[src/rtl/mem_port_arbiter_pkg.sv]
// -----------------------------------------------------------------------------
// mem_port_arbiter_pkg
// Shared types and constants for the unified-memory port arbiter.
//   arb_state_t  : access sequencer states (IDLE, ISSUE, WAIT, DONE)
//   arb_owner_t  : which pipeline port owns the current access
//   ARB_CNT_LEN  : width of the latency timer (covers latencies 1..15)
//   latency_load : value loaded into the timer for a given memory latency
// -----------------------------------------------------------------------------
package mem_port_arbiter_pkg;

    localparam int ARB_CNT_LEN = 4;

    typedef enum logic [1:0] {
        ARB_IDLE  = 2'd0,
        ARB_ISSUE = 2'd1,
        ARB_WAIT  = 2'd2,
        ARB_DONE  = 2'd3
    } arb_state_t;

    typedef enum logic {
        ARB_OWNER_DM = 1'b0,
        ARB_OWNER_IF = 1'b1
    } arb_owner_t;

    // The timer counts down to zero inclusive, so a latency of N needs N-1
    // loaded; zero is then reached in the cycle the read data is valid.
    function automatic logic [ARB_CNT_LEN-1:0] latency_load(input int latency);
        return ARB_CNT_LEN'(latency - 1);
    endfunction

endpackage

[src/rtl/arb_latency_timer.sv]
// -----------------------------------------------------------------------------
// arb_latency_timer
// Small load/decrement down-counter with a zero flag, intended for any unit
// that has to wait a fixed number of cycles on a multi-cycle resource.
// Ports:
//   clk        in   clock, rising edge
//   reset      in   synchronous active-high reset (count -> 0)
//   load       in   load load_value this cycle (has priority over dec)
//   load_value in   W-bit value to load
//   dec        in   decrement by one; holds at zero
//   zero       out  count is zero
// -----------------------------------------------------------------------------
module arb_latency_timer #(
    parameter int W = 4
) (
    input  logic         clk,
    input  logic         reset,
    input  logic         load,
    input  logic [W-1:0] load_value,
    input  logic         dec,
    output logic         zero
);

    logic [W-1:0] count;

    // Load wins over decrement; decrementing stops at zero so a stray dec
    // can never wrap the counter around.
    always_ff @(posedge clk) begin
        if (reset) begin
            count <= '0;
        end else if (load) begin
            count <= load_value;
        end else if (dec && (count != '0)) begin
            count <= count - W'(1);
        end
    end

    assign zero = (count == '0);

endmodule

[src/rtl/mem_port_arbiter.sv]
// -----------------------------------------------------------------------------
// mem_port_arbiter
// Shares one single-ported unified memory between the instruction-fetch port
// (read-only) and the data-memory port (read/write) of the 5-stage pipeline.
// Each access runs IDLE -> ISSUE -> WAIT (MEM_LATENCY cycles) -> DONE.
// DM has fixed priority over IF; the stall outputs feed the pipeline freeze.
//
// Optional build macro: ARB_STALL_CNT_EN adds IF_STALL_CYCLES, a saturating
// count of cycles IF spent stalled behind DM or behind a busy memory.
//
// Ports:
//   CLK, RESET                clock and synchronous active-high reset
//   IF_REQ/IF_ADDR            fetch request (held until IF_READY)
//   IF_RDATA/IF_READY         fetched word and one-cycle completion pulse
//   IF_STALL                  IF_REQ & ~IF_READY
//   DM_REQ/DM_WE/DM_ADDR/     data request (held until DM_READY)
//   DM_WDATA
//   DM_RDATA/DM_READY         load data and one-cycle completion pulse
//   DM_STALL                  DM_REQ & ~DM_READY
//   MEM_EN/MEM_WE/MEM_ADDR/   memory strobe (one cycle per access) and the
//   MEM_WDATA                 registered command fields
//   MEM_RDATA                 read data, valid MEM_LATENCY cycles after MEM_EN
//   IF_STALL_CYCLES           (ARB_STALL_CNT_EN only) CNT_W-bit stall count
// -----------------------------------------------------------------------------
module mem_port_arbiter
    import mem_port_arbiter_pkg::*;
#(
    parameter int DATA_W      = 32,
    parameter int MEM_LATENCY = 2,
    parameter int CNT_W       = 16
) (
    input  logic              CLK,
    input  logic              RESET,
    input  logic              IF_REQ,
    input  logic [DATA_W-1:0] IF_ADDR,
    output logic [DATA_W-1:0] IF_RDATA,
    output logic              IF_READY,
    output logic              IF_STALL,
    input  logic              DM_REQ,
    input  logic              DM_WE,
    input  logic [DATA_W-1:0] DM_ADDR,
    input  logic [DATA_W-1:0] DM_WDATA,
    output logic [DATA_W-1:0] DM_RDATA,
    output logic              DM_READY,
    output logic              DM_STALL,
    output logic              MEM_EN,
    output logic              MEM_WE,
    output logic [DATA_W-1:0] MEM_ADDR,
    output logic [DATA_W-1:0] MEM_WDATA,
    input  logic [DATA_W-1:0] MEM_RDATA
`ifdef ARB_STALL_CNT_EN
    ,
    output logic [CNT_W-1:0]  IF_STALL_CYCLES
`endif
);

    arb_state_t state;
    arb_state_t next_state;
    arb_owner_t owner;
    logic       timer_load;
    logic       timer_dec;
    logic       timer_zero;
    logic       capture_rdata;

    // Waits out the memory latency; zero marks the cycle MEM_RDATA is valid.
    arb_latency_timer #(
        .W (ARB_CNT_LEN)
    ) u_timer (
        .clk        (CLK),
        .reset      (RESET),
        .load       (timer_load),
        .load_value (latency_load(MEM_LATENCY)),
        .dec        (timer_dec),
        .zero       (timer_zero)
    );

    always_ff @(posedge CLK) begin
        if (RESET) begin
            state <= ARB_IDLE;
        end else begin
            state <= next_state;
        end
    end

    // Sequencer: one access at a time, each visiting every state once. A
    // latency of one gives a single WAIT cycle because the timer is loaded
    // with zero in ISSUE.
    always_comb begin
        next_state = state;
        timer_load = 1'b0;
        timer_dec  = 1'b0;
        case (state)
            ARB_IDLE: begin
                if (DM_REQ || IF_REQ) begin
                    next_state = ARB_ISSUE;
                end
            end
            ARB_ISSUE: begin
                timer_load = 1'b1;
                next_state = ARB_WAIT;
            end
            ARB_WAIT: begin
                timer_dec = 1'b1;
                if (timer_zero) begin
                    next_state = ARB_DONE;
                end
            end
            ARB_DONE: begin
                next_state = ARB_IDLE;
            end
            default: begin
                next_state = ARB_IDLE;
            end
        endcase
    end

    // Request capture happens only in IDLE, so the command presented to the
    // memory stays stable for the whole access even if the requester changes
    // or drops its inputs. DM wins a tie; IF never writes, and its accesses
    // leave MEM_WDATA at whatever DM last stored.
    always_ff @(posedge CLK) begin
        if (RESET) begin
            owner     <= ARB_OWNER_DM;
            MEM_WE    <= 1'b0;
            MEM_ADDR  <= '0;
            MEM_WDATA <= '0;
        end else if (state == ARB_IDLE) begin
            if (DM_REQ) begin
                owner     <= ARB_OWNER_DM;
                MEM_WE    <= DM_WE;
                MEM_ADDR  <= DM_ADDR;
                MEM_WDATA <= DM_WDATA;
            end else if (IF_REQ) begin
                owner     <= ARB_OWNER_IF;
                MEM_WE    <= 1'b0;
                MEM_ADDR  <= IF_ADDR;
            end
        end
    end

    assign capture_rdata = (state == ARB_WAIT) && timer_zero && !MEM_WE;

    // Only the owner's read register moves, and only on a read; writes and
    // the idle port keep the last word they were handed.
    always_ff @(posedge CLK) begin
        if (RESET) begin
            IF_RDATA <= '0;
            DM_RDATA <= '0;
        end else if (capture_rdata) begin
            if (owner == ARB_OWNER_IF) begin
                IF_RDATA <= MEM_RDATA;
            end else begin
                DM_RDATA <= MEM_RDATA;
            end
        end
    end

    assign MEM_EN   = (state == ARB_ISSUE);
    assign IF_READY = (state == ARB_DONE) && (owner == ARB_OWNER_IF);
    assign DM_READY = (state == ARB_DONE) && (owner == ARB_OWNER_DM);
    assign IF_STALL = IF_REQ & ~IF_READY;
    assign DM_STALL = DM_REQ & ~DM_READY;

`ifdef ARB_STALL_CNT_EN
    // Counts fetch stall cycles caused by the arbiter: IF waiting behind DM
    // or behind an access already in flight. Sticks at all ones.
    always_ff @(posedge CLK) begin
        if (RESET) begin
            IF_STALL_CYCLES <= '0;
        end else if (IF_STALL && ((owner == ARB_OWNER_DM) || (state != ARB_IDLE))
                     && (IF_STALL_CYCLES != '1)) begin
            IF_STALL_CYCLES <= IF_STALL_CYCLES + CNT_W'(1);
        end
    end
`else
    localparam int unused_cnt_w = CNT_W;
`endif

endmodule

[config.mk]
export PLATFORM = sky130hd
export DESIGN_NAME = mem_port_arbiter
export DESIGN_NICKNAME = d
export VERILOG_FILES = /design/src/rtl/mem_port_arbiter_pkg.sv /design/src/rtl/arb_latency_timer.sv /design/src/rtl/mem_port_arbiter.sv
export SDC_FILE = /design/constraint.sdc
export NUM_CORES = 1
export LEC_CHECK = 0
export ABC_CLOCK_PERIOD_IN_PS = 3000
export CAP_MARGIN = 20
export CORE_MARGIN = 4
export CORE_UTILIZATION = 35
export DETAILED_ROUTE_END_ITERATION = 16
export PLACE_DENSITY = 0.68
export SYNTH_ARGS = -nofsm -noshare
export SYNTH_HDL_FRONTEND = slang
export SYNTH_SLANG_ARGS = --single-unit
[constraint.sdc]
create_clock -name CLK -period 3 [get_ports CLK]
set_input_delay 0.6 -clock CLK [delete_from_list [all_inputs] [get_ports CLK]]
set_output_delay 0.6 -clock CLK [all_outputs]
set_load 0.05 [all_outputs]
## Word-level counts from Yosys, hierarchy flattened

Cells that the tools add are included.

- Bits in registers: 136
- Input port bits: 133
- Output and inout bits: 134

- Reduce and logical (&&, ||, !) cells: 18
- Add/subtract/negate cells: 1
- Mux-type cells: 13
- Eq/ne operators: 5
- Bitwise gates (word level): 5

Operators by type and width:

| kind | number |
|---|---|
| 32-bit two-way mux | 2 |
| 2-bit AND reduction | 5 |
| 1-bit two-way mux | 8 |
| 2-bit case mux with 4 select lines | 1 |
| 1-bit logical AND | 5 |
| 2-bit equality test, second input constant | 2 |
| 4-bit zero test | 1 |
| 2-bit two-way mux | 2 |
| 2-bit != test, second input constant | 2 |
| 2-bit nonzero test | 2 |
| 4-bit nonzero test | 1 |
| 4-bit by 1-bit subtractor with 4-bit output, second input constant | 1 |
| 1-bit inverter | 3 |
| 1-bit bitwise AND | 2 |
| 2-bit by 1-bit equality test with 1-bit output, second input constant | 1 |
| 2-bit zero test | 1 |
| 2-bit OR reduction | 1 |
| 1-bit zero test | 1 |
| 1-bit logical OR | 1 |

## Depth between registers and ports, before layout

Gate-level depths: netlist of run 1.

- Depth after elaboration: 5
- Depth in mapped cells: 7
- Depth with buffers taken out: 5

## Hierarchy

From an unflattened synthesis of run 1, not the netlist that was laid out.

- Cells, all modules: 626
- Area, all modules: 5530.3 um2

Modules (own cells, without submodules):

| module | area each (um2) | instances | seq. area each (um2) | cells each |
|---|---|---|---|---|
| mem_port_arbiter | 5267.6 | 1 | 2642.5 | 597 |
| arb_latency_timer | 262.8 | 1 | 80.1 | 29 |

## Least setup slack after synthesis of run 1

No wires, ideal clock.

- Path type: reg2out
- Start point: register state[1]
- End point: output DM_STALL
- Setup slack: 700 ps
- Arrival time: 1700 ps
- Path buffers: 0
- Stages on the path, launching flop included: 4
- Data required time: 2400 ps
- Path through: dfxtp_1 > ha_1 > nor2b_1 > nor2b_1

- Word-level cells in the longest chain between the ends: 4

Ends and longest elaborated chain:

| item | line | RTL |
|---|---|---|
| start, declared | mem_port_arbiter.sv:57 | `arb_state_t state;` |
| start signal, assigned | mem_port_arbiter.sv:81 | `state <= next_state;` |
| 2-bit equality test | mem_port_arbiter.sv:160 | `assign DM_READY = (state == ARB_DONE) && (owner == ARB_OWNER_DM);` |
| 1-bit logical AND | mem_port_arbiter.sv:160 |  |
| via DM_READY | mem_port_arbiter.sv:44 | `output logic DM_READY,` |
| 1-bit inverter | mem_port_arbiter.sv:162 | `assign DM_STALL = DM_REQ & ~DM_READY;` |
| 1-bit bitwise AND | mem_port_arbiter.sv:162 |  |
| end, declared | mem_port_arbiter.sv:45 | `output logic DM_STALL,` |

The timed path passes the listed nets, and every way through them passes these cells.

## Worst setup path in the final report of run 1

- Start point: register state[1]
- End point: output DM_READY

- Word-level cells in the longest chain between the ends: 2

Ends and longest elaborated chain:

| item | line |
|---|---|
| 2-bit equality test | mem_port_arbiter.sv:160 |
| 1-bit logical AND | mem_port_arbiter.sv:160 |
| end, declared | mem_port_arbiter.sv:44 |

No other way between the ends.

==> results.toml, run 1 <==
[run_status]
status = "complete, no violations"

[clock_tree]
cts_setup_buffers = 0
numCtsBuffers = 17
clock_sinks = 136
path_clk_slew_ns = 0.06
htree_levels = 4
cts_buffer_depth = 2
tritoncts = "done"
clk_latency_ns = 0.41
ctsResizeCount = 0
cts_hold_buf = 0
ctsRootBufferMaster = "clkbuf_16"

[finish]
final_cells = 1058
drive_above_1_share = 0.0594
diodes = 0
fin_area_um2 = 9080
nets = 968
syn2layout_area_growth_pct = 59.9

[setup_path]
critPathRequiredTime_ns = 2.40
path_cells = "ha_1, nor2b_1, clkdlybuf4s50_1"
cp-end-kind = "primary output"
crit_buf_inv = 1
slowest_stage = "clkdlybuf4s50_1"
path_class = "reg2out"
max_stage_delay_ns = 0.85
critPathMaxFanout = 4
cp-start-kind = "flip-flop"
critPathArrivalTime_ns = 2.09
cp_top_family = "buffers and inverters"

[yosys]
synth_area_um2 = 5680
synth_edf_count = 0
synthFlopType = "dfxtp_1"
ys_warn_count = 0
synth_area_leaders = "dfxtp_1 48%, mux2i_1 17%, nand2b_1 11%, nand2_1 4.4%, a211oi_1 4.4%"
synth.distinct_cells = 34
synth_seq_area_share = 0.479
ys_ff_latch = 136
netlist_instances = 583
avgSynthCellArea_um2 = 9.74
yosysTopAreaCellShare = 0.479
synth.largest_area_cell = "dfxtp_1"
synth_fp_nets = 722
async_reset_ff_frac = 0

[global_route]
overflow = 0
first_global_vias = 5029
antenna_found_initial = 0
grt_max_degree = 72
grt.total_usage = 0.171
grt_pass1_wl_um = 25000

[run]
cap_violations = 0

[placement]
dp.cells = 1025
port_buffers = 266
dpl_cell_area_um2 = 8400
gp_congestion = 0.807
dp_hpwl_um = 11900

[floorplan]
core-area_um2 = 15900
row_count = 46
die_w_um = 135
io_pins = 267
die_y_um = 135
initial_core_util = 0.358
die_area_um2 = 18300

[power]
peakVddDrop_v = 0.000442
comb_power_share = 0.396
clock_power_share = 0.298
p_total_mw = 7.54
swShare = 0.377
power_frac_seq = 0.306
p_int_mw = 4.70
p_per_area_nw_per_um2 = 831
leakage_nw = 3.55
p_switching_mw = 2.84

[route]
drc = 0
vias_per_cell = 4.64
vias = 4904
ant_nets = 0
wl_per_cell_um = 15.2
firstDrtPassIters = 4
drt_iter0_drc = 196
wirelength_um = 16100

[timing]
skew_ns = 0.00554
slew_headroom = 0.601
min_period_ns = 2.69
hold_viol = 0
setup_viol = 0
setup_tns_ns = 0
post-route-period-util = 0.895
max_clock_freq_mhz = 372
slew_violations = 0
worst_pin_slew_ns = 0.598
rsz0062_at_grt = "no"
hold_slack_ns = 0.452

[min_path]
hp-class = "reg2reg"
[synth_stat cells, types with 2 or more instances]
cell type	number
buf_4	3
inv_1	4
clkbuf_1	16
and2_1	2
nand2_1	67
buf_2	14
buf_6	7
mux2i_1	98
nor2b_1	3
clkbuf_8	2
nand2b_1	99
ha_1	6
a21oi_1	35
dfxtp_1	136
nor3_1	4
nor2_1	34
buf_1	4
a211oi_1	33
[worst register-to-register path, stage by stage, from the launching register on]
cell     delay (ns)
dfxtp_1        0.33
inv_1          0.14
ha_1           0.38
and3_2         0.24
buf_4          0.48
mux2i_1        0.28
[metal layers]
layer / share of wire / global-route usage / up-vias
met1: 0.41 / 0.193 / 2259
met2: 0.49 / 0.294 / 178
met4: 0.015 / 0.0498 / 0
li1: - / - / 2448
met3: 0.088 / 0.0754 / 19
met5: 0 / 0 / -
[power groups by stage]
stage | Clock [mW] | Combinational, mW | Sequential, mW
2_1_floorplan | 0 | 0.993 | 3.35
3_3_place_gp | 0 | 2.93 | 2.33
3_5_place_dp | 0 | 2.97 | 2.35
4_1_cts | 2.31 | 2.98 | 2.31
5_1_grt | 2.38 | 3.16 | 2.35
6_report | 2.25 | 2.98 | 2.31
[sequential cells by signal, summed over array words and instances, names as in the netlist]
| name | count |
|---|---|
| MEM_WDATA | 32 |
| DM_RDATA | 32 |
| state | 2 |
| MEM_WE | 1 |
| MEM_ADDR | 32 |
| u_timer.count | 4 |
| IF_RDATA | 32 |
| owner | 1 |
[per-stage QoR]
stage	setup slack, ns	util
after floorplan	0.700	-
after global placement	0.781	0.529
after detailed placement	0.781	0.529
after CTS	0.295	0.570
after global routing	0.224	0.572
final	0.314	0.572
[final timing paths]
| path | startpoint | end | slack, ns | cells after the start |
|---|---|---|---|---|
| worst max-delay path | state[1] | DM_READY | 0.31 | 3 |
| worst min register to register | MEM_WDATA[15] | MEM_WDATA[15] | 0.45 | 2 |
| worst max register to register | state[0] | IF_RDATA[30] | 1.08 | 5 |
| worst min-delay path | MEM_WDATA[15] | MEM_WDATA[15] | 0.45 | 2 |
[cells in the final DEF (no fill, tap or decap), drive strengths merged, types with 3 or more instances in the layout]
cell type / instances
dfxtp: 136
clkbuf: 21
buf: 12
inv: 5
nand2b: 99
a211oi: 34
clkdlybuf4s50: 262
a21oi: 35
ha: 6
bufinv: 4
nand2: 67
nor3: 4
clkinv: 4
mux2i: 98
nor2b: 3
nor2: 34
[cell families after synthesis]
logic type,after synthesis,share of synthesized area
adders and majority gates,6,0.0132
buffers and inverters,51,0.0535
and+or+nand+nor,218,0.197
AOI/OAI and AO/OA,73,0.0822
xor gates and xnor gates,1,0.00154
muxes,98,0.173
DFF,136,0.479
[area by class of cell]
cell class / count / area, um^2
Fill cell: 1372 / 6810
Timing Repair Buffer: 274 / 2770
Sequential cell: 136 / 2720
Multi-Input combinational cell: 396 / 2660
Clock buffer: 21 / 480
Tap cell: 216 / 270
Clock inverter: 11 / 168
Inverter: 4 / 15.0
No activity file was read; power rests on OpenSTA's default activity.
==> run 2: changes to the inputs <==
DONT_BUFFER_PORTS = 1   (was not set)
PLACE_DENSITY = 0.47   (was 0.68)
==> run 2 against run 1 <==
Critical path depth rose by 1. Clock power fell by 4%. Sequential share of layout area rose by 13 points. Count of clock-buffer cells in the layout fell by 3. Non-clock buffer count fell by 266. Largest cell class is now flip-flops and latches. Highest routed layer unchanged.
==> results.toml, run 2 (same netlist as run 1, synthesis figures left out) <==
[power]
p_switching_mw = 2.71
p_int_mw = 3.89
clock_power_share = 0.326
comb_power_share = 0.158
peakVddDrop_v = 0.000399
swShare = 0.411
leakage_nw = 2.51
p_per_area_nw_per_um2 = 1040
power_frac_seq = 0.516

[clock_tree]
htree_levels = 4
ctsResizeCount = 0
numCtsBuffers = 17
clk_latency_ns = 0.41
path_clk_slew_ns = 0.06
ctsRootBufferMaster = "clkbuf_16"
cts_hold_buf = 0
cts_buffer_depth = 2
cts_setup_buffers = 0
tritoncts = "done"
clock_sinks = 136

[timing]
min_period_ns = 2.38
worst_pin_slew_ns = 0.771
slew_violations = 0
post-route-period-util = 0.794
hold_viol = 0
max_clock_freq_mhz = 420
skew_ns = 0.00776
rsz0062_at_grt = "no"
slew_headroom = 0.486
setup_viol = 0
setup_tns_ns = 0

[route]
vias = 3895
top_layer = "met4"
ant_nets = 0
drt_iter0_drc = 189
wl_met3_um = 1390
wl_per_cell_um = 17.3
wl_met1_um = 5580
vias_per_cell = 4.92
wirelength_um = 13700
firstDrtPassIters = 4
wl_met2_um = 6530
drc = 0

[setup_path]
path_class = "reg2out"
max_stage_delay_ns = 0.49
path_cells = "ha_1, and2_1, nor2b_1, buf_4"
r2r_start = "MEM_WE"
cp-start-kind = "flip-flop"
rr_endpoint = "IF_RDATA[20]"
endpoint = "IF_STALL"
r2r_slack_ns = 1.09
startpoint = "state[1]"
cp-end-kind = "primary output"
r2r_cells = 4
critPathArrivalTime_ns = 1.78
critPathMaxFanout = 4
critPathRequiredTime_ns = 2.40
slowest_stage = "and2_1"

[min_path]
hp-class = "in2reg"
hp-start = "DM_WDATA[20]"

[finish]
multi_input_area_um2 = 2660
drive_above_1_share = 0.0799
syn2layout_area_growth_pct = 11.5
fin_util = 0.399
nets = 702
mostFrequentLayoutCells = "136 x dfxtp_1, 99 x nand2b_1, 98 x mux2i_1"
regArea_um2 = 2720
final_common_cell = "dfxtp_1"
diodes = 0
fillerInstances = 1612

[floorplan]
die_area_um2 = 18300
die_y_um = 135
io_pins = 267
die_w_um = 135
core-area_um2 = 15900
initial_core_util = 0.358
row_count = 46

[placement]
gp_congestion = 0.747
dp_hpwl_um = 9510
port_buffers = 0

[global_route]
first_global_vias = 3980
grt.total_usage = 0.144
overflow = 0
antenna_found_initial = 0
grt_max_degree = 171
grt_pass1_wl_um = 20800

[run_status]
status = "complete, no violations"

[run]
cap_violations = 0
-- run 2: worst min-delay path by stage --
stage	cells past startpoint	slack, ns	end
after floorplan	2	0.48	u_timer.count[3]
after global placement	2	0.50	state[1]
after detailed placement	2	0.51	u_timer.count[3]
after CTS	1	0.25	MEM_WE
after global routing	1	0.24	MEM_ADDR[5]
final	2	0.31	MEM_WDATA[20]
-- run 2: power groups by stage --
stage / Combinational, mW / Sequential (mW) / Clock [mW]
floorplan: 0.993 / 3.35 / 0
global placement: 1.03 / 3.45 / 0
detailed placement: 1.07 / 3.45 / 0
CTS: 1.06 / 3.42 / 2.21
global route: 1.19 / 3.45 / 2.28
finish: 1.04 / 3.40 / 2.15
-- run 2: final cells by class --
| cell class | instances | area share |
|---|---|---|
| sequential | 136 | 0.430 |
| clock buffer | 18 | 0.0693 |
| clock inverter | 14 | 0.0271 |
| timing repair buffer | 8 | 0.00948 |
| inverter | 4 | 0.00237 |
| tap | 216 | 0.0427 |
| multi-input combinational | 396 | 0.419 |
-- run 2: metal layers --
metal / vias up / track usage
li1: 1915 / -
met1: 1794 / 0.165
met2: 172 / 0.233
met3: 14 / 0.0758
met4: 0 / 0.0482
met5: - / 0
-- run 2: critical path: cells and delay by family, from the launching register on --
family	cells	cell delay, ns
buffers and inverters	1	0.21
flip-flops	1	0.38
AND/OR/NAND/NOR	2	0.60
adder cells (fa/ha/maj)	1	0.18
-- run 2: metrics by stage --
stage / std cells / power, mW / area [um^2] / hold slack, ns / setup slack [ns]
after global routing: 792 / 6.92 / 6330 / 0.243 / 0.468
after global placement: 760 / 4.48 / 5720 / 0.499 / 1.09
after CTS: 792 / 6.69 / 6330 / 0.247 / 0.577
final: 792 / 6.60 / 6330 / 0.314 / 0.617
after detailed placement: 760 / 4.52 / 5720 / 0.508 / 1.05
after floorplan: 583 / 4.34 / 5680 / 0.479 / 0.700
